<file path="config.mk">
export PLATFORM = sky130hd
export DESIGN_NAME = muxn_rr
export DESIGN_NICKNAME = d
export VERILOG_FILES = /design/src/rtl/muxn_rr.sv
export SDC_FILE = /design/constraint.sdc
export NUM_CORES = 1
export LEC_CHECK = 0
export ABC_CLOCK_PERIOD_IN_PS = 3100
export CELL_PAD_IN_SITES_DETAIL_PLACEMENT = 0
export CELL_PAD_IN_SITES_GLOBAL_PLACEMENT = 1
export CORE_MARGIN = 4
export CORE_UTILIZATION = 29
export CTS_CLUSTER_SIZE = 28
export DETAILED_ROUTE_END_ITERATION = 16
export GPL_TIMING_DRIVEN = 0
export PLACE_DENSITY_LB_ADDON = 0.12
export SYNTH_ARGS = -nofsm -noshare
export SYNTH_HDL_FRONTEND = slang
export SYNTH_SLANG_ARGS = --single-unit
</file>
<file path="constraint.sdc">
create_clock -name clk -period 3.1 [get_ports clk]
set_input_delay 0.62 -clock clk [delete_from_list [all_inputs] [get_ports clk]]
set_output_delay 0.62 -clock clk [all_outputs]
set_load 0.005 [all_outputs]
</file>
<file path="src/rtl/muxn_rr.sv">
// N-to-1 registered multiplexer with direct-select and round-robin grant modes.
// Optional feature: define MUXN_RR_COUNT_EN to add the 16-bit out_count transfer counter.
module muxn_rr #(
    parameter  int N  = 4,
    parameter  int W  = 8,
    localparam int SW = $clog2(N)
) (
    input  logic            clk,
    input  logic            rst,
    input  logic [N*W-1:0]  in_data,
    input  logic [N-1:0]    in_valid,
    output logic [N-1:0]    in_ready,
    input  logic            mode,
    input  logic [SW-1:0]   s,
    output logic [W-1:0]    out_data,
    output logic            out_valid,
    input  logic            out_ready,
`ifdef MUXN_RR_COUNT_EN
    output logic [15:0]     out_count,
`endif
    output logic [SW-1:0]   out_chan
);

    localparam logic [SW:0]   N_EXT = (SW+1)'(N);
    localparam logic [SW-1:0] LAST  = SW'(N-1);

    logic [W-1:0]  out_data_q,  out_data_d;
    logic          out_valid_q, out_valid_d;
    logic [SW-1:0] out_chan_q,  out_chan_d;
    logic [SW-1:0] ptr_q,       ptr_d;

    logic [SW-1:0] dir_g_s;
    logic [SW-1:0] rr_g_s;
    logic [SW-1:0] cand_s;
    logic          rr_hit_s;
    logic [SW-1:0] g_s;
    logic          grant_valid_s;
    logic          can_accept_s;
    logic          xfer_s;
    logic [W-1:0]  sel_data_s;

    // Direct-mode grant: out-of-range selects clamp to the last channel.
    always_comb begin
        dir_g_s = LAST;
        if ({1'b0, s} < N_EXT) begin
            dir_g_s = s;
        end else begin
            dir_g_s = LAST;
        end
    end

    // Round-robin search starting one past the last granted channel.
    always_comb begin
        rr_hit_s = 1'b0;
        rr_g_s   = ptr_q;
        cand_s   = ptr_q;
        for (int i = 0; i < N; i++) begin
            if (cand_s == LAST) begin
                cand_s = {SW{1'b0}};
            end else begin
                cand_s = cand_s + 1'b1;
            end
            if (!rr_hit_s && in_valid[cand_s]) begin
                rr_hit_s = 1'b1;
                rr_g_s   = cand_s;
            end else begin
                rr_hit_s = rr_hit_s;
            end
        end
    end

    // Grant selection, handshake and granted-data mux.
    always_comb begin
        can_accept_s  = !out_valid_q || out_ready;
        g_s           = mode ? rr_g_s : dir_g_s;
        grant_valid_s = mode ? rr_hit_s : in_valid[dir_g_s];
        xfer_s        = !rst && can_accept_s && grant_valid_s;
        in_ready      = {N{1'b0}};
        if (xfer_s) begin
            in_ready = {{(N-1){1'b0}}, 1'b1} << g_s;
        end else begin
            in_ready = {N{1'b0}};
        end
        sel_data_s = {W{1'b0}};
        for (int i = 0; i < N; i++) begin
            if (g_s == SW'(i)) begin
                sel_data_s = in_data[i*W +: W];
            end else begin
                sel_data_s = sel_data_s;
            end
        end
    end

    // Output slot next state: fill on transfer, drain on accept, else hold.
    always_comb begin
        out_valid_d = out_valid_q;
        out_data_d  = out_data_q;
        out_chan_d  = out_chan_q;
        ptr_d       = ptr_q;
        if (xfer_s) begin
            out_valid_d = 1'b1;
            out_data_d  = sel_data_s;
            out_chan_d  = g_s;
            ptr_d       = g_s;
        end else if (out_valid_q && out_ready) begin
            out_valid_d = 1'b0;
        end else begin
            out_valid_d = out_valid_q;
        end
    end

    // State registers; ptr resets to the last channel so the first search starts at 0.
    always_ff @(posedge clk) begin
        if (rst) begin
            out_valid_q <= 1'b0;
            out_data_q  <= {W{1'b0}};
            out_chan_q  <= {SW{1'b0}};
            ptr_q       <= LAST;
        end else begin
            out_valid_q <= out_valid_d;
            out_data_q  <= out_data_d;
            out_chan_q  <= out_chan_d;
            ptr_q       <= ptr_d;
        end
    end

    assign out_valid = out_valid_q;
    assign out_data  = out_data_q;
    assign out_chan  = out_chan_q;

`ifdef MUXN_RR_COUNT_EN
    logic [15:0] out_count_q, out_count_d;

    // Count accepted output words, wrapping naturally at 16 bits.
    always_comb begin
        out_count_d = out_count_q;
        if (out_valid_q && out_ready) begin
            out_count_d = out_count_q + 16'd1;
        end else begin
            out_count_d = out_count_q;
        end
    end

    // Counter register.
    always_ff @(posedge clk) begin
        if (rst) begin
            out_count_q <= 16'd0;
        end else begin
            out_count_q <= out_count_d;
        end
    end

    assign out_count = out_count_q;
`endif

endmodule

</file>
==> impl_results.md, run 1 <==
* Netlist cell types at between 40 and 50
* CTS sink count at 13
* PwrDens at 371 nW/um^2
* Syn Nets at between 150 and 200
* Seq/Total Area, Yosys at slightly above 20%
* Filler instances at 412
* Post-Place Setup Slack at -965 ps
* Worst slew margin at approximately 65%
* Yosys warns at 0
* Router iterations before antenna repair at 4
* Vias in the first global route at roughly 1600
* Maximum clock path buffer count at 2
* Diode count at 0
* Area of placed instances at between 1500 and 2000 sq um
* GRT Overall Usage at a little under a fifth
* Peak VDD IR at about 0.21 mV
* Clk_skew at 1.48 ps
* Number of buffers created by CTS at 3
* Avg WL per Cell at ~17 microns
* Critical path type: register to primary output
* Vias/cell at around 5.6
* Hold Crit Class: register to register
* PnR Total Power at about 770 uW
* Final count of negative-setup-slack endpoints at 1
* DRC Markers at 0
* Cell at the slowest stage of the critical path: dfxtp_4
* Crit path launch type: register
* Die Area at around 5400 sq um
* Failing checks: setup timing
* Width of the chip at between 70 and 80 microns
* Gr ovfl total at 0
* Slew Limit Fails at 0
* CP delay by family, top: simple AND/OR/NAND/NOR gates
* H-tree Lvls at 1
* Leakage at 0.827 nW
* Share of the synthesized area in the top cell type at about a fifth
* Fin nets at 268
* PortBufs at between 50 and 60
* Yosys reg bits at 13
* GPL Wtd Cong at between 0.8 and 0.9
* Synthesis-to-layout area growth at 65.1%
* Post-synth ARST share at 0%
* Iteration-0 DRC Markers at 107
* Via count at approximately 1500
* Crit path largest cell delay at 350 ps
* CP Capture Type: primary output
* Tcrit/Tclk final at 100%
* Final cell count without fillers at roughly 270
* Total negative setup slack at -0.330 ps
* Row count at 23
* Commonest cells after routing, fill and taps aside: clkdlybuf4s50_1 (47), and3_1 (16), o21ai_0 (11), dfxtp_1 (11)
* Initial Util at between 30 and 40%
* Crit path arrival time at approximately 2500 ps
* FMAX at 0.323 GHz
* Top Ports at 57
* Max Cap Viol at 0
* Cell Area, Synth at roughly 1300 sq um
* EDFF count, synth at 0
* Initial antenna violation count at 0
* CTS tree: done
* Top cells by area, synth: dfxtp_1 (21%), and3_1 (8.0%), a2111o_1 (6.3%)
* Share of cells above drive strength 1 at about 23%
* Cells after synthesis at approximately 150
* Detail Placement HPWL at ~3400 microns
* Final worst setup slack at -0.330 ps
* Worst-Margin Slew at a little over 500 ps
* Most common cell after layout, fill and taps aside: clkdlybuf4s50_1
* Post-route ant nets at 0
* Period minus WS final at between 3000 and 4000 ps
* Total core area at between 4000 and 5000 sq um
* # hold bufs at CTS at 0
* CP Max Fanout at 3
* Largest net degree at the start of global routing at 14
* Clock-pin slew on the worst setup and hold paths at approximately 60 ps
* Final Hold Fails at 0
* Cell taking the most area after synthesis: dfxtp_1
* Status: finished, violations left
* Clock Latency Late Sink at 250 ps
* Critical path buffer and inverter count at 3
* Finished Cell Area at approximately 2100 sq um
* Die Y at between 70 and 80 microns
* Root Buffer: clkbuf_8
* Post-synth top flop: dfxtp_1
* CP cell instances: ha_4 -> or3_4 -> and2_4 -> o211ai_1 -> buf_4 -> a2111oi_4 -> or2_4 -> buf_6 -> and3_1 -> buf_2
* Routed WL at 4650 microns
* First-pass GRT wire length at around 7700 microns
* Worst Path Required at 2480 ps
* Dpl cells at 260
* Unrepaired setup endpoints after global routing: yes
* Syn_area_per_cell at around 8 sq um
[worst min-delay path: cells and delay by family (launching register included)]
family / cells / cell delay (ps)
AND/OR/NAND/NOR: 1 / 50
AO/OA/AOI/OAI: 1 / 50
flip-flops: 1 / 310
[path summary, 6_finish.rpt]
path,slack [ps],endpoint,from,depth (start not counted)
max,-0.3,in_ready[1],ptr_q[1],10
min,460,out_chan[1],out_chan[1],2
max reg2reg,510,out_data[7],ptr_q[1],10
min reg2reg,460,out_chan[1],out_chan[1],2
[registers in the layout (all words and copies together), names as in the netlist]
name and count:
out_data 8, out_chan 2, ptr_q 2, out_valid 1
[metal layers]
| metal | vias to the layer above | global-route usage [%] | wire length [microns] | share of wire [%] |
|---|---|---|---|---|
| met2 | 52 | 32.1 | 2430 | 52 |
| met4 | 0 | 4.02 | 54 | 1.2 |
| met5 | - | 0 | 0 | 0 |
| met3 | 6 | 4.10 | 252 | 5.4 |
| met1 | 722 | 21.8 | 1920 | 41 |
| li1 | 747 | - | - | - |
[metrics by stage]
stage / util [%] / hold WS [ps]
finish: 50.6 / 460
global route: 50.6 / 505
CTS: 50.6 / 468
detailed placement: 45.9 / 459
floorplan: - / 447
global placement: 45.9 / 448
[synth_stat cells, drive strengths merged, types with 2 or more instances]
master	n
a2111o	7
a2111oi	3
a21o	2
a21oi	3
a31o	9
and3	16
buf	8
clkbuf	3
dfxtp	13
inv	3
mux2	3
nand2	9
nand2b	4
nand3	10
nor2	8
nor2b	5
nor3	4
nor3b	3
o211ai	10
o21ai	12
o22ai	2
or2	2
or3	2
[cell families after synthesis]
family / count (synthesis) / synth area share, %
flip-flops: 13 / 20.8
AND/OR/NAND/NOR: 67 / 29.7
AO/OA/AOI/OAI: 55 / 36.9
buffers and inverters: 14 / 6.89
multiplexers: 4 / 4.79
adder cells (fa/ha/maj): 1 / 0.999
[power by group]
group | internal [mW] | switching (mW)
registers | 0.194 | 0.0134
logic | 0.223 | 0.182
clock network | 0.0889 | 0.0661
total | 0.506 | 0.261
[final cells by class]
type                       instances  area [sq um]  area share, %
timing repair buffer              67           618           29.9
multi-input combinational        127           975           47.1
clock inverter                     1          5.00          0.242
buffer                            10          87.6           4.23
tap                               50          62.6           3.02
clock buffer                       3          41.3           2.00
sequential                        13           268           12.9
inverter                           3          11.3          0.544
[repair_timing]
item | in CTS | in global routing
buffers inserted | 10 | 0
endpoints found under the setup margin | 4 | 4
gates cloned | 1 | 0
gates resized for setup | 45 | 4
pin swaps | 7 | 3
Note: power is estimated with default switching activity, not from simulation.
==> run 2: changes to the inputs <==
--- a/config.mk
+++ b/config.mk
@@ -12,7 +12,7 @@
 export CORE_UTILIZATION = 29
 export CTS_CLUSTER_SIZE = 28
 export DETAILED_ROUTE_END_ITERATION = 16
-export GPL_TIMING_DRIVEN = 0
+export GPL_ROUTABILITY_DRIVEN = 0
 export PLACE_DENSITY_LB_ADDON = 0.12
 export SYNTH_ARGS = -nofsm -noshare
 export SYNTH_HDL_FRONTEND = slang
==> run 2 against run 1 <==
Effect of this change:
- the run now ends clean
- largest cell class unchanged
- first-iteration DRC count down 66%
- clock power about the same
- maximum frequency up 4.0%
- non-clock buffer count up 18
==> impl_results.md, run 2 (synthesis gave the netlist of run 1 again) <==
* Most common cell after layout, fill and taps aside: clkdlybuf4s50_1
* Grt peak-use layer: met2
* CP Capture Type: primary output
* Total core area at 4090 sq um
* Int Pwr at around 530 uW
* Clock Latency Late Sink at between 200 and 300 ps
* Clock-pin slew on the worst setup and hold paths at around 60 ps
* M3 GR Usage at under 10%
* Synthesis-to-layout area growth at 74.9%
* Clk_skew at 4.14 ps
* Unrepaired setup endpoints after global routing: no
* Worst slew margin at 73.7%
* Final cell count without fillers at about 290
* PnR Total Power at around 800 uW
* Dpl cells at roughly 290
* Post-route ant nets at 0
* Row count at 23
* Clock network power share at around 20%
* Max Cap Viol at 0
* Router iterations before antenna repair at 4
* Via count at around 1600
* Number of buffers created by CTS at 3
* Final count of negative-setup-slack endpoints at 0
* # hold bufs at CTS at 0
* Largest net degree at the start of global routing at 17
* Hold path cells at 2
* PortBufs at 56
* Slew Limit Fails at 0
* Die Area at approximately 5400 sq um
* Share of cells above drive strength 1 at roughly 29%
* Tcrit/Tclk final at between 90% and 100%
* CTS tree: done
* Leakage at ~0.9 nW
* Top Ports at between 50 and 60
* Status: finished clean
* PwrDens at approximately 360 nW/um^2
* Worst Path Required at between 2000 and 2500 ps
* GRT Overall Usage at ~18%
* Hold Crit Class: register to register
* H-tree Lvls at 1
* Initial antenna violation count at 0
* Detail Placement HPWL at ~3500 microns
* Critical path type: input port to primary output
* Fin nets at between 200 and 300
* Worst reg2reg setup slack at 540 ps
* Worst-Margin Slew at just under 400 ps
* Worst reg-to-reg path cell count at 11
* Width of the chip at ~74 microns
* WHS Endpoint: out_chan[1]
* Peak VDD IR at around 0.2 mV
* Total negative setup slack at 0 ps
* Net switching power at 263 uW
* Sw frac at around 33%
* Diode count at 0
* Gr ovfl total at 0
* Crit path arrival time at approximately 2400 ps
* Combinational Power Share at between 50% and 60%
* First-pass GRT wire length at 7520 microns
* Crit path launch type: input port
* R2R Path End: out_data[6]
* FMAX at around 0.34 GHz
* Period minus WS final at between 2000 and 3000 ps
* Vias in the first global route at 1638
* Die Y at about 74 microns
* Commonest cells after routing, fill and taps aside: clkdlybuf4s50_1 (48), buf_4 (36), and3_1 (16)
* Sequential share of power at 26.2%
* CP Max Fanout at 4
* Vias/cell at around 5.4
* Met1 Usage GRT at 21.2%
* Worst r2r src: ptr_q[1]
* Initial Util at 30.6%
* Maximum clock path buffer count at 2
* Root Buffer: clkbuf_8
* Final Hold Fails at 0
* Max reg flops at 8
* Min-delay src: out_chan[1]
* Routed WL at roughly 4600 microns
* CTS sink count at 13
* Avg WL per Cell at approximately 16 microns
* DRC Markers at 0
* GRT met2 Usage at 31.0%
* Iteration-0 DRC Markers at 36
==> run 2: cell count changes in the layout (fill, tap and decap cells not counted), moves of 2 or more <==
cell | before | now
buf_2 | 6 | 1
clkbuf_2 | 1 | 4
clkbuf_1 | 2 | 0
buf_4 | 10 | 36
dfxtp_2 | 0 | 2
buf_6 | 7 | 3
dfxtp_4 | 2 | 0
nor3b_1 | 3 | 1
==> run 2: critical path, stage by stage <==
cell           delay [ps]
dlygate4sd2_1         270
buf_4                 150
buf_4                 150
nand2b_1               90
o22ai_1                90
a21o_1                190
a2111oi_4             360
or2_4                 190
buf_4                 110
nor2_1                 30
buf_2                 120
==> run 2: per-layer routing <==
layer | vias to the layer above | wire length (microns)
met1 | 755 | 1900
met5 | - | 0
met4 | 0 | 76
met2 | 35 | 2430
met3 | 8 | 189
li1 | 786 | -
==> run 2: how the worst max path moves through the flow <==
stage	from	end	slack, ps	cells past startpoint
6_report	in_valid[3]	in_ready[2]	120	11
3_3_place_gp	in_valid[1]	in_ready[1]	-540	9
2_1_floorplan	ptr_q[0]	in_ready[1]	320	8
5_1_grt	ptr_q[1]	in_ready[2]	10	11
3_5_place_dp	in_valid[1]	in_ready[1]	-540	9
4_1_cts	ptr_q[1]	in_ready[2]	7	10
==> run 2: per-stage QoR <==
step / setup WS (ps) / hold slack [ps] / util, % / cell area (sq um)
final: 118 / 455 / 53.6 / 2190
after global routing: 11.9 / 480 / 53.6 / 2190
after CTS: 7.36 / 457 / 53.6 / 2190
after detailed placement: -541 / 449 / 50.7 / 2070
after global placement: -537 / 448 / 50.7 / 2070
after floorplan: 324 / 447 / - / 1250
==> run 2: what timing repair did <==
| action | in CTS | in global routing |
|---|---|---|
| endpoints found under the setup margin | 4 | 4 |
| hold endpoints to repair | 0 | 0 |
| pin swaps | 7 | 4 |
| resized for setup | 24 | 12 |
| setup buffers | 3 | 0 |
==> run 2: final cells by class <==
class	instances	area, sq um
clock inverter	1	5.00
clock buffer	3	41.3
timing repair buffer	95	836
multi-input combinational	127	972
sequential	13	263
tap	50	62.6
fill	394	1900
inverter	3	11.3
==> run 2: power groups by stage <==
stage | Sequential, mW | Clock, mW | Combinational, mW
floorplan | 0.212 | 0 | 0.196
global placement | 0.209 | 0 | 0.402
detailed placement | 0.209 | 0 | 0.404
CTS | 0.208 | 0.159 | 0.426
global route | 0.211 | 0.172 | 0.467
finish | 0.208 | 0.156 | 0.429
==> run 3: changes to the inputs <==
==> config.mk (replaced) <==
export PLATFORM = sky130hd
export DESIGN_NAME = muxn_rr
export DESIGN_NICKNAME = d
export VERILOG_FILES = /design/src/rtl/muxn_rr.sv
export SDC_FILE = /design/constraint.sdc
export NUM_CORES = 1
export LEC_CHECK = 0
export ABC_CLOCK_PERIOD_IN_PS = 2660
export CELL_PAD_IN_SITES_DETAIL_PLACEMENT = 0
export CELL_PAD_IN_SITES_GLOBAL_PLACEMENT = 1
export CORE_MARGIN = 4
export CORE_UTILIZATION = 26
export CTS_CLUSTER_SIZE = 28
export DETAILED_ROUTE_END_ITERATION = 16
export GPL_ROUTABILITY_DRIVEN = 0
export MAX_ROUTING_LAYER = met4
export PLACE_DENSITY_LB_ADDON = 0.12
export SKIP_CTS_REPAIR_TIMING = 1
export SYNTH_ARGS = -nofsm -noshare
export SYNTH_HDL_FRONTEND = slang
export SYNTH_SLANG_ARGS = --single-unit
==> constraint.sdc (replaced) <==
create_clock -name clk -period 2.66 [get_ports clk]
set_input_delay 0.532 -clock clk [delete_from_list [all_inputs] [get_ports clk]]
set_output_delay 0.532 -clock clk [all_outputs]
set_load 0.005 [all_outputs]
==> run 3 against run 2 <==
Effect of this change:
- the run now ends with setup timing left
- first-iteration DRC count rose to 4.7 times the previous value
- count of clock-buffer cells in the layout increased by 1
- die area increased by 10%
- critical path depth stayed put
- critical endpoint unchanged
- setup slack got worse by 410 ps
- largest power group unchanged
- sequential cell count unchanged
- sequential power rose by 17%
- non-clock buffer count up 5
- register-to-register slack worse by 490 ps
==> impl_results.md, run 3 (synthesis gave the netlist of run 1 again) <==
* Clk_skew at around 0.92 ps
* PwrDens at around 420 nW/um^2
* Number of buffers created by CTS at 3
* CTS tree: done
* Status: finished, violations left
* Post-route ant nets at 0
* Worst slew margin at roughly 73%
* Finished Cell Area at between 2000 and 2500 sq um
* Final Util at between 50% and 60%
* Total core area at 4500 sq um
* Worst-Margin Slew at around 400 ps
* Hold WS at about 470 ps
* Peak VDD IR at 0.329 mV
* Vias/cell at 5.29
* Failing checks: setup timing
* Filler instances at between 400 and 500
* Fin nets at ~290
* Slew Limit Fails at 0
* First-pass GRT wire length at approximately 8000 microns
* Period minus WS final at between 2000 and 3000 ps
* Commonest cells after routing, fill and taps aside: clkdlybuf4s50_1 (48), buf_4 (35), and3_1 (16)
* Routed WL at about 5000 microns
* Row count at 24
* PortBufs at 56
* Avg WL per Cell at ~17 microns
* Die Y at roughly 77 microns
* Largest net degree at the start of global routing at 17
* Clock-pin slew on the worst setup and hold paths at 60 ps
* Crit path arrival time at about 2400 ps
* Root Buffer: clkbuf_8
* Die Area at about 6000 sq um
* Final worst setup slack at -291 ps
* Crit path launch type: register
* Synthesis-to-layout area growth at 81.1%
* Initial antenna violation count at 0
* Worst Path Required at 2130 ps
* Maximum clock path buffer count at 2
* Tcrit/Tclk final at 111%
* Share of cells above drive strength 1 at 30.0%
* Gr ovfl total at 0
* Final Hold Fails at 0
* Hold Crit Class: register to register
* Iteration-0 DRC Markers at around 170
* Detail Placement HPWL at between 3000 and 4000 microns
* Clock Latency Late Sink at about 240 ps
* CTS sink count at 13
* Final count of negative-setup-slack endpoints at 4
* FF/Latch Area at 263 sq um
* Critical path type: register to primary output
* Post-Place Setup Slack at -872 ps
* Multi-input gate area at 976 sq um
* Via count at about 1600
* Router iterations before antenna repair at 4
* Most common cell after layout, fill and taps aside: clkdlybuf4s50_1
* Diode count at 0
* CP Max Fanout at 8
* FMAX at ~0.34 GHz
* Leakage at roughly 1 nW
* Max reg flops at 8
* H-tree Lvls at 1
* DRC Markers at 0
* Initial Util at about 28%
* Top Ports at 57
* Vias in the first global route at 1576
* CP Capture Type: primary output
* Area of placed instances at 2080 sq um
* GRT Overall Usage at 16.7%
* Width of the chip at just under 80 microns
* Max Cap Viol at 0
* Unrepaired setup endpoints after global routing: yes
-- run 3: cell count changes in the layout (fill, tap and decap cells not counted), sizes merged --
cell,previous run,this run
dlymetal6s2s,0,4
clkbuf,7,5
buf,40,47
dlygate4sd2,3,0
clkinv,1,0
-- run 3: critical path, stage by stage (launching register included) --
cell and delay [ps]:
dfxtp_2 330, ha_4 240, buf_6 130, and3b_1 160
o211ai_1 180, o211ai_1 190, a31o_2 280, or2_4 260
buf_6 120, buf_6 110, nor2_4 60, buf_2 110
-- run 3: final timing paths --
path / from / end / slack, ps / depth (start not counted)
worst min register to register: out_chan[1] / out_chan[1] / 470 / 2
worst min-delay path: out_chan[1] / out_chan[1] / 470 / 2
worst max register to register: ptr_q[0] / out_data[2] / 50 / 11
worst max-delay path: ptr_q[1] / in_ready[2] / -290 / 11
-- run 3: cell type report --
class	instances	share of cell area, %
Sequential cell	13	11.6
Timing Repair Buffer	100	40.0
Clock buffer	4	1.99
Multi-Input combinational cell	127	43.0
Tap cell	52	2.87
Inverter	3	0.496
-- run 3: layer usage --
metal,vias up,global-route usage (%),routed length (microns)
li1,790,-,-
met1,744,24.8,2540
met2,47,25.0,2310
met3,2,1.27,186
met4,0,3.20,15
met5,-,-,0
-- run 3: where the power goes --
part | switching (mW) | internal [mW]
logic | 0.231 | 0.306
clock network | 0.0701 | 0.106
registers | 0.0161 | 0.227
total | 0.317 | 0.638
-- run 3: metrics by stage --
step / setup TNS (ps) / std cells / total power [mW]
5_1_grt: -1660 / 299 / 1.02
3_5_place_dp: -5890 / 288 / 0.726
4_1_cts: -3850 / 292 / 0.906
6_report: -1070 / 299 / 0.955
3_3_place_gp: -5510 / 288 / 0.718
2_1_floorplan: 0 / 154 / 0.475
==> RTL change 1, RTL diff (flow settings as in run 1) <==
The option `MUXN_RR_COUNT_EN` is turned on by a define.
--- a/src/rtl/muxn_rr.sv
+++ b/src/rtl/muxn_rr.sv
@@ -2,2 +2,4 @@
 // Optional feature: define MUXN_RR_COUNT_EN to add the 16-bit out_count transfer counter.
+`define MUXN_RR_COUNT_EN
+
 module muxn_rr #(
Check against the original RTL (old outputs only; new: out_count): equivalent (equiv_simple and equiv_induct, registers matched by name and starting in step).
==> RTL change 1 against run 1 <==
- the run still ends with setup timing left
- sequential cell count rose by 16
- worst setup slack got worse by 230 ps
- clock power rose by 120%
- wire length rose by 14%
- area after synthesis rose by 38%
- final area rose by 32%
- register-to-register slack got worse by 230 ps
- total power rose by 47%
==> RTL change 1: results <==
set metrics [dict create \
    n_fill_cell 541 \
    multi_input_cells 159 \
    buf_share 0.296 \
    nNetsFinal 332 \
    grt_pass1_vias 1717 \
    fin_cells 361 \
    syn_nets 247 \
    timing.rr.end "out_data[0]" \
    cts_buffers 5 \
    synth_common_cells "dfxtp_1 (29), nor2_1 (23), nand2_1 (15), nand3_1 (15), and2_1 (14)" \
    crit_path_max_incr_delay_ps 460 \
    postCtsSetupBuffers 9 \
    min_to "out_chan[0]" \
    cp_data_arrival_time_ps 2710 \
    p_sw_frac 0.289 \
    ir_worst_vdd_mv 0.175 \
    setup_ws_ps -235 \
    drtIter0Drc 45 \
    post-route-util 0.485 \
    port_buffers 70 \
    synth_xor_area_frac 0.0710 \
    numClockSinks 29 \
    r2r_slack_ps 280 \
    largest_reg_flops 16 \
    r2r_start "ptr_q[1]" \
    whs_ps 465 \
    grt_pass1_wl_um 8630 \
    insertion_delay_ps 280 \
    violations "setup timing" \
    routabilityCongestion 0.742 \
    hp-start "out_chan[0]" \
    vias 1841 \
    n_clock_buffer 7 \
    layout-drive-gt1-share 0.166 \
    finalSetupViolations 4 \
    ctsResizeCount 39 \
    synth_compound_area_frac 0.222 \
    outcome "finished with violations" \
    multi_input_area_share 0.416 \
    routed_wl_um 5290 \
]
## RTL change 1: power by group through the flow
stage                     combinational, mW  sequential [mW]  clock (mW)
after floorplan                       0.167            0.428           0
after global placement                0.323            0.429           0
after detailed placement              0.324            0.429           0
after CTS                             0.364            0.421       0.355
after global routing                  0.397            0.425       0.371
final                                 0.363            0.421       0.345
## RTL change 1: worst max-delay path by stage
stage,startpoint,to,slack (ps),cells past startpoint
floorplan,in_valid[3],in_ready[1],150,6
global placement,in_valid[3],in_ready[1],-1090,8
detailed placement,in_valid[3],in_ready[3],-1080,8
CTS,ptr_q[1],in_ready[3],-270,8
global route,ptr_q[1],in_ready[3],-320,8
finish,ptr_q[1],in_ready[3],-230,8
## RTL change 1: layer usage
layer / GRT usage / share of wire
met3: 0.0262 / 0.046
met5: 0 / 0
met1: 0.199 / 0.47
met4: 0.0388 / 0.0093
met2: 0.238 / 0.47
==> RTL change 2, RTL diff (settings of run 1) <==
Without the edit above. Register the input `mode` before use. The logic sees it one clock later. The other inputs are not delayed to match.
--- a/src/rtl/muxn_rr.sv
+++ b/src/rtl/muxn_rr.sv
@@ -25,2 +25,8 @@
     localparam logic [SW-1:0] LAST  = SW'(N-1);
+
+    logic mode_q;
+
+    always_ff @(posedge clk) begin
+        mode_q <= mode;
+    end
 
@@ -74,4 +80,4 @@
         can_accept_s  = !out_valid_q || out_ready;
-        g_s           = mode ? rr_g_s : dir_g_s;
-        grant_valid_s = mode ? rr_hit_s : in_valid[dir_g_s];
+        g_s           = mode_q ? rr_g_s : dir_g_s;
+        grant_valid_s = mode_q ? rr_hit_s : in_valid[dir_g_s];
         xfer_s        = !rst && can_accept_s && grant_valid_s;
Check against the original RTL: not equivalent (a bounded check fails within 4 cycles, from zero or initial values and one cycle with rst high).
==> RTL change 2 against run 1 <==
- combinational power is 12% lower
- die area is 5.4% lower
- sequential cell count is 1 higher
- worst setup slack better by 81 ps
- hold slack worse by 5.7 ps
- area after synthesis is 6.0% lower
- fmax is 2.7% higher
- sequential share of layout area is 1.2 points higher
- final area is 3.9% lower
- largest power group unchanged
- total power is 5.7% lower
- wire length is 9.8% lower
- register-to-register slack better by 220 ps
==> RTL change 2: results <==
set metrics [dict create \
    outcome "completed" \
    r2r_start "ptr_q[0]" \
    syn_nets 181 \
    grt_pass1_vias 1417 \
    vias_per_cell 5.41 \
    synth_cell_type_count 41 \
    synth_common_cells "a211oi_1 (15), and3_2 (14), dfxtp_1 (14)" \
    routabilityCongestion 0.781 \
    grt_start_max_net_pins 13 \
    path_max_fanout 10 \
    detailed_place_hpwl_um 3060 \
    grt_pass1_wl_um 6870 \
    pre_cts_ws_ps -672 \
    yosysSeqAreaShare 0.238 \
    reg2regPathDepth 12 \
    timing.rr.end "out_data[3]" \
    nNetsFinal 249 \
    drtIter0Drc 74 \
    grtUsageTotal 0.164 \
    netlist_top_cells_area "dfxtp_1 (24%), a211oi_1 (9.6%), and3_2 (8.9%), o31ai_1 (5.7%), nand3b_1 (5.1%)" \
    ir_worst_vdd_mv 0.160 \
    layout-drive-gt1-share 0.275 \
    r2r_slack_ps 730 \
    placed_cell_area_um2 1790 \
    avgRoutedWirePerCell_um 16.7 \
    power.switching_mw 0.233 \
    fmax_ghz 0.331 \
    max_slew_margin 0.736 \
    cp_data_arrival_time_ps 2400 \
]
## RTL change 2: area by class of cell
class	count	area, um2
buffer	12	104
clock buffer	3	41.3
fill	362	1810
inverter	1	3.75
multi-input combinational	110	881
sequential	14	280
tap	48	60.1
timing repair buffer	64	618
## RTL change 2: how the worst min path moves through the flow
stage	start	to	slack (ps)	depth (start not counted)
after floorplan	out_chan[0]	out_chan[0]	450	2
after global placement	out_chan[0]	out_chan[0]	450	2
after detailed placement	out_chan[0]	out_chan[0]	450	2
after CTS	out_chan[0]	out_chan[0]	460	2
after global routing	out_chan[0]	out_chan[0]	500	2
final	out_chan[0]	out_chan[0]	450	2
## RTL change 2: power groups by stage
stage	clock network, mW	registers, mW	logic (mW)
CTS	0.152	0.221	0.339
floorplan	0	0.225	0.169
global placement	0	0.224	0.311
global route	0.159	0.225	0.389
finish	0.147	0.221	0.356
detailed placement	0	0.225	0.315
## RTL change 2: worst max-delay path, stage by stage
cell	delay, ps
dlygate4sd2_1	250
or3_4	410
a21oi_4	160
a2111oi_4	50
o31a_1	330
buf_6	160
and3_1	150
dlygate4sd2_1	260
## RTL change 2: timing repair
item	CTS	global route
buffers inserted	8	1
pin swaps	9	4
hold buffers	0	0
setup endpoints to repair	4	4
gates resized for setup	18	16
cloned	0	0
## RTL change 2: cells by family after synthesis
group,share of synthesized area
flip-flops,0.238
buffers and inverters,0.0871
multiplexers,0.0191
AO/OA/AOI/OAI,0.293
adder cells (fa/ha/maj),0.0106
AND/OR/NAND/NOR,0.352
## RTL change 2: metal layers
layer / global-route usage / up-vias / part of all wire / wire length, um
met3: 0.0252 / 4 / 0.066 / 278
met5: 0 / - / 0 / 0
met1: 0.226 / 645 / 0.43 / 1830
met4: 0.0188 / 0 / 0.0062 / 26
li1: - / 668 / - / -
met2: 0.278 / 46 / 0.49 / 2070
## RTL change 2: stage by stage
step	power [mW]	hold WS (ps)	std cells	utilization
4_1_cts	0.712	459	251	0.509
6_report	0.724	455	252	0.523
2_1_floorplan	0.394	453	138	-
3_3_place_gp	0.535	446	241	0.471
3_5_place_dp	0.539	451	241	0.471
5_1_grt	0.774	497	252	0.523
